===== src/rtl/hrange_stream_pkg.sv =====
// rtl/hrange_stream_pkg.sv - shared state codes and range/overflow helpers for range generators
package hrange_pkg;

    localparam int MAX_W = 64;

    typedef logic [0:0] state_t;
    localparam state_t IDLE = 1'b0;
    localparam state_t RUN  = 1'b1;

    localparam logic signed [MAX_W-1:0] ZERO = '0;

    // Zero step is never "in range", so a degenerate range cannot loop forever.
    function automatic logic in_range(input logic signed [MAX_W-1:0] x,
                                      input logic signed [MAX_W-1:0] lim,
                                      input logic signed [MAX_W-1:0] stp);
        if (stp > ZERO) begin
            return x < lim;
        end else if (stp < ZERO) begin
            return x > lim;
        end
        return 1'b0;
    endfunction

    // True when x (sign-extended) is representable as a w-bit signed value, w < MAX_W.
    function automatic logic fits_signed(input logic signed [MAX_W-1:0] x, input int w);
        logic signed [MAX_W-1:0] hi;
        hi = x >>> (w - 1);
        return (hi == '0) || (hi == '1);
    endfunction

endpackage


===== src/rtl/hrange_stream_if.sv =====
// rtl/hrange_stream_if.sv - start/config and ready/valid element bundle of the range generator
interface hrange_stream_if #(
    parameter int WIDTH = 32,
    parameter int IDX_W = 16
);
    logic                    _start;
    logic signed [WIDTH-1:0] base;
    logic signed [WIDTH-1:0] limit;
    logic signed [WIDTH-1:0] step;
    logic                    _ready;
    logic                    _valid;
    logic                    _done;
    logic signed [WIDTH-1:0] _0;
    logic [IDX_W-1:0]        _1;

    modport master (
        input  _start, base, limit, step, _ready,
        output _valid, _done, _0, _1
    );

    modport slave (
        output _start, base, limit, step, _ready,
        input  _valid, _done, _0, _1
    );
endinterface


===== src/rtl/hrange_stream_step_unit.sv =====
// rtl/hrange_stream_step_unit.sv - combinational next-value, overflow and continue flag
module hrange_step_unit
    import hrange_pkg::*;
#(
    parameter int WIDTH = 32
) (
    input  logic signed [WIDTH-1:0] cur,
    input  logic signed [WIDTH-1:0] lim,
    input  logic signed [WIDTH-1:0] stp,
    output logic signed [WIDTH-1:0] nxt,
    output logic                    ovf,
    output logic                    cont
);
    logic signed [WIDTH:0] sum;

    // One guard bit so an out-of-range sum is seen instead of wrapping.
    assign sum  = {cur[WIDTH-1], cur} + {stp[WIDTH-1], stp};
    assign nxt  = sum[WIDTH-1:0];
    assign ovf  = !fits_signed(MAX_W'(sum), WIDTH);
    assign cont = !ovf && in_range(MAX_W'(nxt), MAX_W'(lim), MAX_W'(stp));
endmodule


===== src/rtl/hrange_stream.sv =====
// rtl/hrange_stream.sv - range generator emitting base, base+step, ... below/above limit over ready/valid
module hrange_stream
    import hrange_pkg::*;
#(
    parameter int WIDTH = 32,
    parameter int IDX_W = 16
) (
    input  logic           _clock,
    input  logic           _reset_n,
    hrange_stream_if.master bus
);
    state_t                  state;
    logic                    valid;
    logic signed [WIDTH-1:0] cur;
    logic signed [WIDTH-1:0] lim_q;
    logic signed [WIDTH-1:0] stp_q;
    logic [IDX_W-1:0]        idx;

    logic signed [WIDTH-1:0] nxt;
    logic                    ovf;
    logic                    cont;
    logic                    start_ok;
    logic                    advance;

    hrange_step_unit #(.WIDTH(WIDTH)) u_step (
        .cur  (cur),
        .lim  (lim_q),
        .stp  (stp_q),
        .nxt  (nxt),
        .ovf  (ovf),
        .cont (cont)
    );

    assign start_ok = in_range(MAX_W'(bus.base), MAX_W'(bus.limit), MAX_W'(bus.step));
    assign advance  = (state == RUN) && (bus._ready || !valid);

    always_ff @(posedge _clock or negedge _reset_n) begin
        if (!_reset_n) begin
            state <= IDLE;
            valid <= 1'b0;
            cur   <= '0;
            lim_q <= '0;
            stp_q <= '0;
            idx   <= '0;
        end else if (bus._start) begin
            // Restart drops any element still waiting for the consumer.
            cur   <= bus.base;
            lim_q <= bus.limit;
            stp_q <= bus.step;
            idx   <= '0;
            valid <= start_ok;
            state <= start_ok ? RUN : IDLE;
        end else if (advance) begin
            if (cont && !(&idx)) begin
                cur   <= nxt;
                idx   <= idx + 1'b1;
                valid <= 1'b1;
            end else begin
                valid <= 1'b0;
                state <= IDLE;
            end
        end
    end

    assign bus._valid = valid;
    assign bus._done  = (state == IDLE);
    assign bus._0     = cur;
    assign bus._1     = idx;
endmodule


===== src/flat_wrapper.sv =====
// flat-port wrapper written by rule: the top's interface ports become plain ports
module hrange_stream_flat import hrange_pkg::*;
#(
    parameter int WIDTH = 32,
    parameter int IDX_W = 16
)
  (_clock, _reset_n, bus__start, bus_base, bus_limit, bus_step, bus__ready, bus__valid, bus__done, bus__0, bus__1);
  hrange_stream_if #(.WIDTH(WIDTH), .IDX_W(IDX_W)) bus_i ();
  input  logic _clock;
  input  logic _reset_n;
  input wire logic [$bits(bus_i._start)-1:0] bus__start;
  input wire logic [$bits(bus_i.base)-1:0] bus_base;
  input wire logic [$bits(bus_i.limit)-1:0] bus_limit;
  input wire logic [$bits(bus_i.step)-1:0] bus_step;
  input wire logic [$bits(bus_i._ready)-1:0] bus__ready;
  output wire logic [$bits(bus_i._valid)-1:0] bus__valid;
  output wire logic [$bits(bus_i._done)-1:0] bus__done;
  output wire logic [$bits(bus_i._0)-1:0] bus__0;
  output wire logic [$bits(bus_i._1)-1:0] bus__1;
  assign bus_i._start = bus__start;
  assign bus_i.base = bus_base;
  assign bus_i.limit = bus_limit;
  assign bus_i.step = bus_step;
  assign bus_i._ready = bus__ready;
  assign bus__valid = bus_i._valid;
  assign bus__done = bus_i._done;
  assign bus__0 = bus_i._0;
  assign bus__1 = bus_i._1;
  hrange_stream #(.WIDTH(WIDTH), .IDX_W(IDX_W)) u_core (._clock(_clock), ._reset_n(_reset_n), .bus(bus_i));
endmodule

===== config.mk =====
export PLATFORM = sky130hd
export DESIGN_NAME = hrange_stream_flat
export DESIGN_NICKNAME = d
export VERILOG_FILES = /design/src/rtl/hrange_stream_pkg.sv /design/src/rtl/hrange_stream_if.sv /design/src/rtl/hrange_stream_step_unit.sv /design/src/rtl/hrange_stream.sv /design/src/flat_wrapper.sv
export SDC_FILE = /design/constraint.sdc
export NUM_CORES = 1
export LEC_CHECK = 0
export ABC_CLOCK_PERIOD_IN_PS = 12900
export BUFFER_PORTS_ARGS = -buffer_cell sky130_fd_sc_hd__buf_2
export CORE_ASPECT_RATIO = 1.75
export CORE_MARGIN = 5
export CORE_UTILIZATION = 40
export DETAILED_ROUTE_END_ITERATION = 7
export RECOVER_POWER = 100
export SLEW_MARGIN = 40
export SYNTH_ARGS = -nofsm -noshare
export SYNTH_HDL_FRONTEND = slang
export SYNTH_HIERARCHICAL = 1
export SYNTH_SLANG_ARGS = --single-unit
export TNS_END_PERCENT = 5

===== constraint.sdc =====
create_clock -name _clock -period 12.9 [get_ports _clock]
set_clock_uncertainty 0.05 [all_clocks]
set_input_delay 2.58 -clock _clock [delete_from_list [all_inputs] [get_ports _clock]]
set_output_delay 2.58 -clock _clock [all_outputs]
set_load 0.02 [all_outputs]

==> qor_table.md, run 1 <==
| Parameter | Value |
|:---|:---|
| Status | finished, violations left |
| Violated checks | capacitance limit, slew limit |
| Max Clock Freq | 123 MHz |
| Relative max-transition margin | -1.78 |
| Total wire length after detailed routing | 23800 um |
| Hold Path Origin | u_core/lim_q[16] |
| Sequential fraction of the synthesis area | 0.346 |
| Seq pwr share | 0.280 |
| Cells on worst reg2reg path | 22 |
| Final count of negative-setup-slack endpoints | 0 |
| Synthesized area per cell | 9.68 sq um |
| Routed met1 length | 9100 um |
| Horizontal die dimension | 118 um |
| Number of buffers added to fix hold violations after cts | 0 |
| Vias per std cell | 5.53 |
| Starting density of the core | 0.406 |
| Utilization of the core after routing | 0.480 |
| Post-Syn Area | 8230 sq um |
| Die ar. | 23700 sq um |
| Pwr per Cell Area | 159 nW/um^2 |
| Library cell with the highest instance count after synthesis | dfrtp_1 |
| Placement-stage worst setup slack | 6.78 ns |
| Final antenna-violating net count | 0 |
| Launch point of the worst reg-to-reg path | u_core/stp_q[14] |
| Wire length of the first global-routing pass | 37400 um |
| Count of inserted antenna diode cells | 0 |
| Maximum net fanout on the critical path | 89 |
| Via count of the first global-routing pass | 7103 |
| Number of clock buffers inserted by TritonCTS | 17 |
| Aggregate global routing overflow | 0 |
| Nets | 1193 |
| Sink count of the clock tree | 114 |
| Highest Signal Layer | met4 |
| Period Utilization, post-route | 0.631 |
| Core Rows | 69 |
| Most used flip-flop cell after synthesis | dfrtp_1 |
| Maximum number of pins on one net before global-route repair | 90 |
| Final std cell area, no fill | 9730 sq um |
| Startpoint class of the critical path | primary input |
| Clock-pin slew reported for the worst setup and hold paths after clock tree synthesis | 0.06 ns |
| Total length of routed met2 wires | 13100 um |
| Ratio of cells with drive above 1 in the final layout | 0.202 |
| All-layer global routing usage | 0.201 |
| Flop-to-flop setup slack | 5.67 ns |
| DPL Wire Length | 18800 um |
| Portion of total power attributed to combinational logic | 0.367 |
| Clock latency on the worst-skew pair | 0.43 ns |
| Category of the critical setup timing path | in2reg |
| Cell area after placement | 9160 sq um |
| Number of gates given a new drive strength after cts | 0 |
| Via count | 6950 |
| Req. time, crit path | 13.06 ns |
| CTS root buffer | clkbuf_16 |
| Instance count along the most critical hold path | 1 |
| Worst min-delay path class | reg2reg |
| Area share of the leading cell type in the synthesized netlist | 0.346 |
| Initial antenna violation count | 0 |
| Worst hold slack across all endpoints | 0.456 ns |
| Worst endpoint data arrival time | 8.30 ns |
| Flop and latch count out of synthesis | 114 |
| Count of pins over their slew limit | 296 |
| Post-layout worst setup margin | 4.76 ns |
| Placer Congestion | 0.896 |
| Area inside the core boundary | 20300 sq um |
| Synth-to-Final Area Change | 18.2% |
| Final hold violation count | 0 |
| Ranking of synthesized cells by instance count | dfrtp_1 (114), ha_1 (97), inv_1 (79) |
| Sw Ratio | 0.351 |
| CTS tree | done |
| IO Pins | 150 |
| Type of destination of the critical path | register |
| Setup repair after global routing missed its margin | false |
| Count of synthesis-stage warnings from yosys | 6 |
| Mapped Nets | 1049 |
| Switching component of the power | 542 uW |
| Y dimension of the die | 200 um |
| Final sum of negative setup slack | 0 ns |
| Capture point of the worst reg-to-reg path | u_core/bus._0[13] |
| Peak ir drop on the vdd network | 0.113 mV |
| Final routed DRC violation total | 0 |
| Distinct cell type count of the synthesized netlist | 69 |
| Final min period | 8.14 ns |
| Average detailed-routed wire length per instance | 18.9 um |
| Post-Syn Instances | 851 |
| Transition time of the tightest slew-check pin | 4.17 ns |
| Count of buffers from port buffering | 149 |
| Number of iterations in the first detailed-routing pass | 6 |
| Max_cap viols | 5 |
| Amount of wire on met3 after detailed routing | 881 um |
| Max Root-Sink Buffers | 2 |
| Number of design-rule violations left by the first detailed-router iteration | 380 |
| Leakage Power | 0.00484 uW |
| Endpoint of the worst hold path | u_core/lim_q[16] |
| Synth async-reset ratio | 1.00 |
| H-Tree Depth | 4 |
| Number of flops mapped to enable cells by yosys | 0 |
| Proportion of power drawn by the clock network | 0.353 |
| Cell taking the most area after synthesis | dfrtp_1 |
| Post-CTS setup buffer count | 0 |
| Int Power | 1000 uW |
| Cell types with the largest area share after synthesis | dfrtp_1 (35%), ha_1 (15%), mux2_2 (8.6%) |
worst max-delay path: stages:
cell and delay, ns:
clkbuf_1 2.89, clkbuf_1 2.10, o21ai_0 0.40, xor2_1 0.24
nor2_1 0.05
cells by family (layout without fill, tap and decap cells):
logic type | count (synthesis) | in the layout | share of synthesized area
AOI/OAI and AO/OA | 188 | 188 | 0.147
xor gates and xnor gates | 43 | 43 | 0.0457
adders and majority gates | 98 | 98 | 0.150
buffers and inverters | 106 | 263 | 0.0552
DFF | 114 | 114 | 0.346
muxes | 96 | 96 | 0.126
and+or+nand+nor | 206 | 206 | 0.129
placed cells by master, fill, tap and decap left out, types with 4 or more instances in the layout:
cell,n
a21o_1,24
a21oi_1,51
a311oi_1,4
a31oi_1,8
and3_1,6
buf_2,97
bufinv_16,6
clkbuf_1,58
clkbuf_16,17
dfrtp_1,114
ha_1,97
inv_1,79
mux2_2,62
mux2i_1,33
nand2_1,67
nand3_1,16
nand4_1,27
nor2_1,29
nor2b_1,9
nor3_1,10
nor4_1,18
o2111ai_1,4
o211ai_1,5
o21ai_0,48
o21ai_1,6
o21bai_1,7
xnor2_1,19
xor2_1,24
per-layer routing:
metal  GRT usage  vias up
met4      0.0794        0
li1            -     3379
met1       0.221     3377
met2       0.377      154
met3      0.0429       40
met5           0        -
metrics by stage:
step	cells	power (uW)
5_1_grt	1256	1640
4_1_cts	1255	1560
2_1_floorplan	851	843
3_5_place_dp	1223	1010
6_report	1256	1550
3_3_place_gp	1223	1000
power by group through the flow:
stage	registers, uW	logic, uW	clock network (uW)
2_1_floorplan	448	395	0
3_3_place_gp	437	565	0
3_5_place_dp	439	570	0
4_1_cts	433	575	555
5_1_grt	437	632	572
6_report	432	568	546
worst max path at each step:
stage / slack [ns] / startpoint / cells past startpoint / end
global placement: 6.90 / u_core/bus._0[7] / 20 / u_core/bus._1[10]
global route: 4.09 / _reset_n / 2 / u_core/bus._0[29]
floorplan: 8.05 / u_core/bus._0[7] / 22 / u_core/bus._1[5]
detailed placement: 6.78 / u_core/bus._0[14] / 21 / u_core/bus._1[10]
finish: 4.76 / bus__start / 5 / u_core/bus._1[7]
CTS: 6.73 / u_core/stp_q[14] / 21 / u_core/bus._1[10]
registers in the layout (all words and copies together), names as in the netlist:
register and flops:
u_core/bus._valid 1, u_core/bus._1 16, u_core/bus._0 32, u_core/lim_q 32, u_core/stp_q 32, u_core/state 1
area by class of cell:
| type | instances | area, sq um |
|---|---|---|
| clock buffers | 22 | 464 |
| clock inverters | 10 | 204 |
| fillers | 1984 | 10600 |
| inverters | 79 | 297 |
| multi-input cells | 631 | 4910 |
| flip-flops and latches | 114 | 2850 |
| well taps | 248 | 310 |
| repair buffers | 152 | 692 |
(Power assumes the default switching activity.)
==> inputs of run 2 (changes only) <==
- ABC_AREA: default -> 1
- ABC_CLOCK_PERIOD_IN_PS: 12900 -> 6830
- clock period: 12.9 -> 6.83 ns (I/O delays scaled with it)
==> qor_table.md, run 2 <==
| Parameter | Value | Delta |
|:---|:---|:---|
| Area inside the core boundary | 21300 sq um | +5.1% |
| Cell types with the largest area share after synthesis | dfrtp_1 (33%), nand2_1 (17%), ha_1 (14%) |  |
| Starting density of the core | 0.403 | -0.00257 |
| Count of pins over their slew limit | 125 | -58% |
| Endpoint of the worst hold path | u_core/lim_q[31] |  |
| Synthesized area per cell | 7.16 sq um | -26% |
| Initial antenna violation count | 0 | unchanged |
| Via count | 8151 | +17% |
| Transition time of the tightest slew-check pin | 3.32 ns | -0.853 ns |
| Cell at the slowest stage of the critical path | inv_2 |  |
| Total length of routed met2 wires | 14600 um | +11% |
| Count of synthesis-stage warnings from yosys | 6 | unchanged |
| Placer Congestion | 0.952 | +6.2% |
| Clock latency on the worst-skew pair | 0.43 ns | about the same |
| Highest Signal Layer | met4 |  |
| Final sum of negative setup slack | 0 ns | unchanged |
| Number of gates given a new drive strength after cts | 0 | unchanged |
| Synth async-reset ratio | 1.00 | unchanged |
| Most frequent standard cell in the layout excluding fill and tap cells | nand2_1 |  |
| Synth-to-Final Area Change | 16.8% |  |
| Instance count along the most critical hold path | 2 | +1 |
| Final count of negative-setup-slack endpoints | 0 | unchanged |
| Worst endpoint data arrival time | 5.72 ns | -2.58 ns |
| Sink count of the clock tree | 114 | unchanged |
| Violated checks | capacitance limit, slew limit |  |
| DPL Wire Length | 20900 um | +11% |
| H-Tree Depth | 4 | unchanged |
| Horizontal die dimension | 121 um | +2.0% |
| Final min period | 5.54 ns |  |
| Launch point of the worst reg-to-reg path | u_core/bus._0[0] |  |
| Final std cell area, no fill | 10000 sq um | +3.2% |
| Number of clock buffers inserted by TritonCTS | 17 | unchanged |
| Clock-pin slew reported for the worst setup and hold paths after clock tree synthesis | 0.05 ns | about the same |
| Number of iterations in the first detailed-routing pass | 5 | -1 |
| Amount of wire on met3 after detailed routing | 844 um | -4.2% |
| Wire length of the first global-routing pass | 40400 um | +8.1% |
| Capture point of the worst reg-to-reg path | u_core/bus._0[12] |  |
| Flop and latch count out of synthesis | 114 | unchanged |
| Most used flip-flop cell after synthesis | dfrtp_1 |  |
| Final antenna-violating net count | 0 | unchanged |
| Core Rows | 71 | +2.9% |
| Longest individual stage delay on the worst path | 0.82 ns | -2.07 ns |
| All-layer global routing usage | 0.212 | +0.0110 |
| Ranking of synthesized cells by instance count | nand2_1 (382), inv_1 (139), dfrtp_1 (114) |  |
| Vias per std cell | 5.06 | -8.5% |
| Startpoint class of the critical path | register |  |
| Multi-input combinational cell area | 5030 sq um | +2.5% |
| Die ar. | 24600 sq um | +4.1% |
| Status | finished, violations left |  |
| Pwr per Cell Area | 437 nW/um^2 | +170% |
| Y dimension of the die | 204 um | +2.1% |
| CTS tree | done |  |
| Number of design-rule violations left by the first detailed-router iteration | 420 | +11% |
| Filler cell count | 2259 | +14% |
| Routed met1 length | 9300 um | +2.2% |
| Cell area after placement | 9550 sq um | +4.3% |
| Req. time, crit path | 7.01 ns | -6.05 ns |
| Number of buffers added to fix hold violations after cts | 0 | unchanged |
| Distinct cell type count of the synthesized netlist | 42 | -39% |
| Max Clock Freq | 181 MHz |  |
| Mapped Nets | 1399 | +33% |
| Worst hold slack across all endpoints | 0.434 ns | -0.0218 ns |
| Crit path launch | u_core/bus._0[0] |  |
| Final hold violation count | 0 | unchanged |
| Post-CTS setup buffer count | 0 | unchanged |
| Average detailed-routed wire length per instance | 16.2 um | -14% |
| Setup repair after global routing missed its margin | false |  |
| Total wire length after detailed routing | 26100 um | +9.6% |
| Max_cap viols | 3 | -2 |
| Maximum net fanout on the critical path | 67 | -25% |
| Library cell with the highest instance count after synthesis | nand2_1 |  |
| Hold Path Origin | u_core/lim_q[31] |  |
| Post-Syn Area | 8600 sq um | +4.4% |
| Aggregate global routing overflow | 0 | unchanged |
| Sequential fraction of the synthesis area | 0.332 | -0.0147 |
| IO Pins | 150 | unchanged |
| Period Utilization, post-route | 0.811 |  |
| Worst min-delay path class | reg2reg |  |
| Most frequent cells in the layout | nand2_1 (384), inv_1 (138), dfrtp_1 (114) |  |
| Ratio of cells with drive above 1 in the final layout | 0.121 | -0.0813 |
| Total power after layout | 4380 uW | +180% |
| Category of the critical setup timing path | reg2reg |  |
| Peak ir drop on the vdd network | 0.194 mV | +73% |
| Relative max-transition margin | -1.21 | +0.568 |
| Leakage Power | 0.00521 uW | +7.6% |
| Critical Path Most Common Cell | nand2_1 |  |
| Count of buffers from port buffering | 149 | unchanged |
| CTS root buffer | clkbuf_16 |  |
| FF/Latch Area | 2850 sq um | unchanged |
| Count of inserted antenna diode cells | 0 | unchanged |
| Type of destination of the critical path | register |  |
| Utilization of the core after routing | 0.471 | -0.00867 |
| Final routed DRC violation total | 0 | unchanged |
| Number of flops mapped to enable cells by yosys | 0 | unchanged |
| Flop-to-flop setup slack | 1.29 ns | -4.38 ns |
| Cell taking the most area after synthesis | dfrtp_1 |  |
| Area share of the leading cell type in the synthesized netlist | 0.332 | -0.0147 |
| Post-Syn Instances | 1201 | +41% |
| Cells on worst reg2reg path | 30 | +36% |
| Nets | 1540 | +29% |
| Maximum number of pins on one net before global-route repair | 80 | -11% |
| Max Root-Sink Buffers | 2 | unchanged |
| Via count of the first global-routing pass | 8244 | +16% |
[run 2: worst max-delay path, delay by kind of cell (launching register included)]
kind	cells	cell delay [ns]
AND/OR/NAND/NOR	22	2.58
adder cells (fa/ha/maj)	3	0.91
flip-flops	1	0.39
XOR/XNOR	1	0.17
AO/OA/AOI/OAI	2	0.36
buffers and inverters	2	0.86
[run 2: cells by family after synthesis]
logic type                 after synthesis  synth area share
and+or+nand+nor                        586             0.284
AOI/OAI and AO/OA                      200             0.131
buffers and inverters                  174            0.0803
DFF                                    114             0.332
adders and majority gates               98             0.143
xor gates and xnor gates                29            0.0295
[run 2: layer usage]
metal / up-vias / GRT usage
met5: - / 0
met4: 0 / 0.122
met3: 56 / 0.0399
met2: 151 / 0.410
met1: 3752 / 0.204
li1: 4192 / -
[run 2: area by class of cell]
type	instances	area share
clock buffer	21	0.0459
inverter	144	0.0539
timing repair buffer	152	0.0695
multi-input combinational	913	0.501
clock inverter	11	0.0135
tap	255	0.0318
sequential	114	0.284
[run 2: worst max path at each step]
stage	end	depth (start not counted)	slack [ns]
2_1_floorplan	u_core/bus._1[13]	34	2.73
3_3_place_gp	u_core/bus._1[2]	30	1.77
3_5_place_dp	u_core/bus._1[13]	34	1.90
4_1_cts	u_core/bus._1[13]	34	1.88
5_1_grt	u_core/bus._1[2]	32	0.77
6_report	u_core/bus._0[12]	30	1.29
[run 2: where the power goes]
part / total (uW) / switching, uW / internal (uW) / leakage (uW)
Sequential: 970 / 144 / 826 / 0.00139
Combinational: 2510 / 1640 / 871 / 0.00353
Clock: 905 / 318 / 587 / 0.000292
Total: 4380 / 2100 / 2290 / 0.00521
[run 2: metrics by stage]
stage               std cells  setup slack, ns
finish                   1610             1.29
global route             1610            0.770
CTS                      1610             1.88
detailed placement       1578             1.90
global placement         1578             1.77
floorplan                1201             2.73
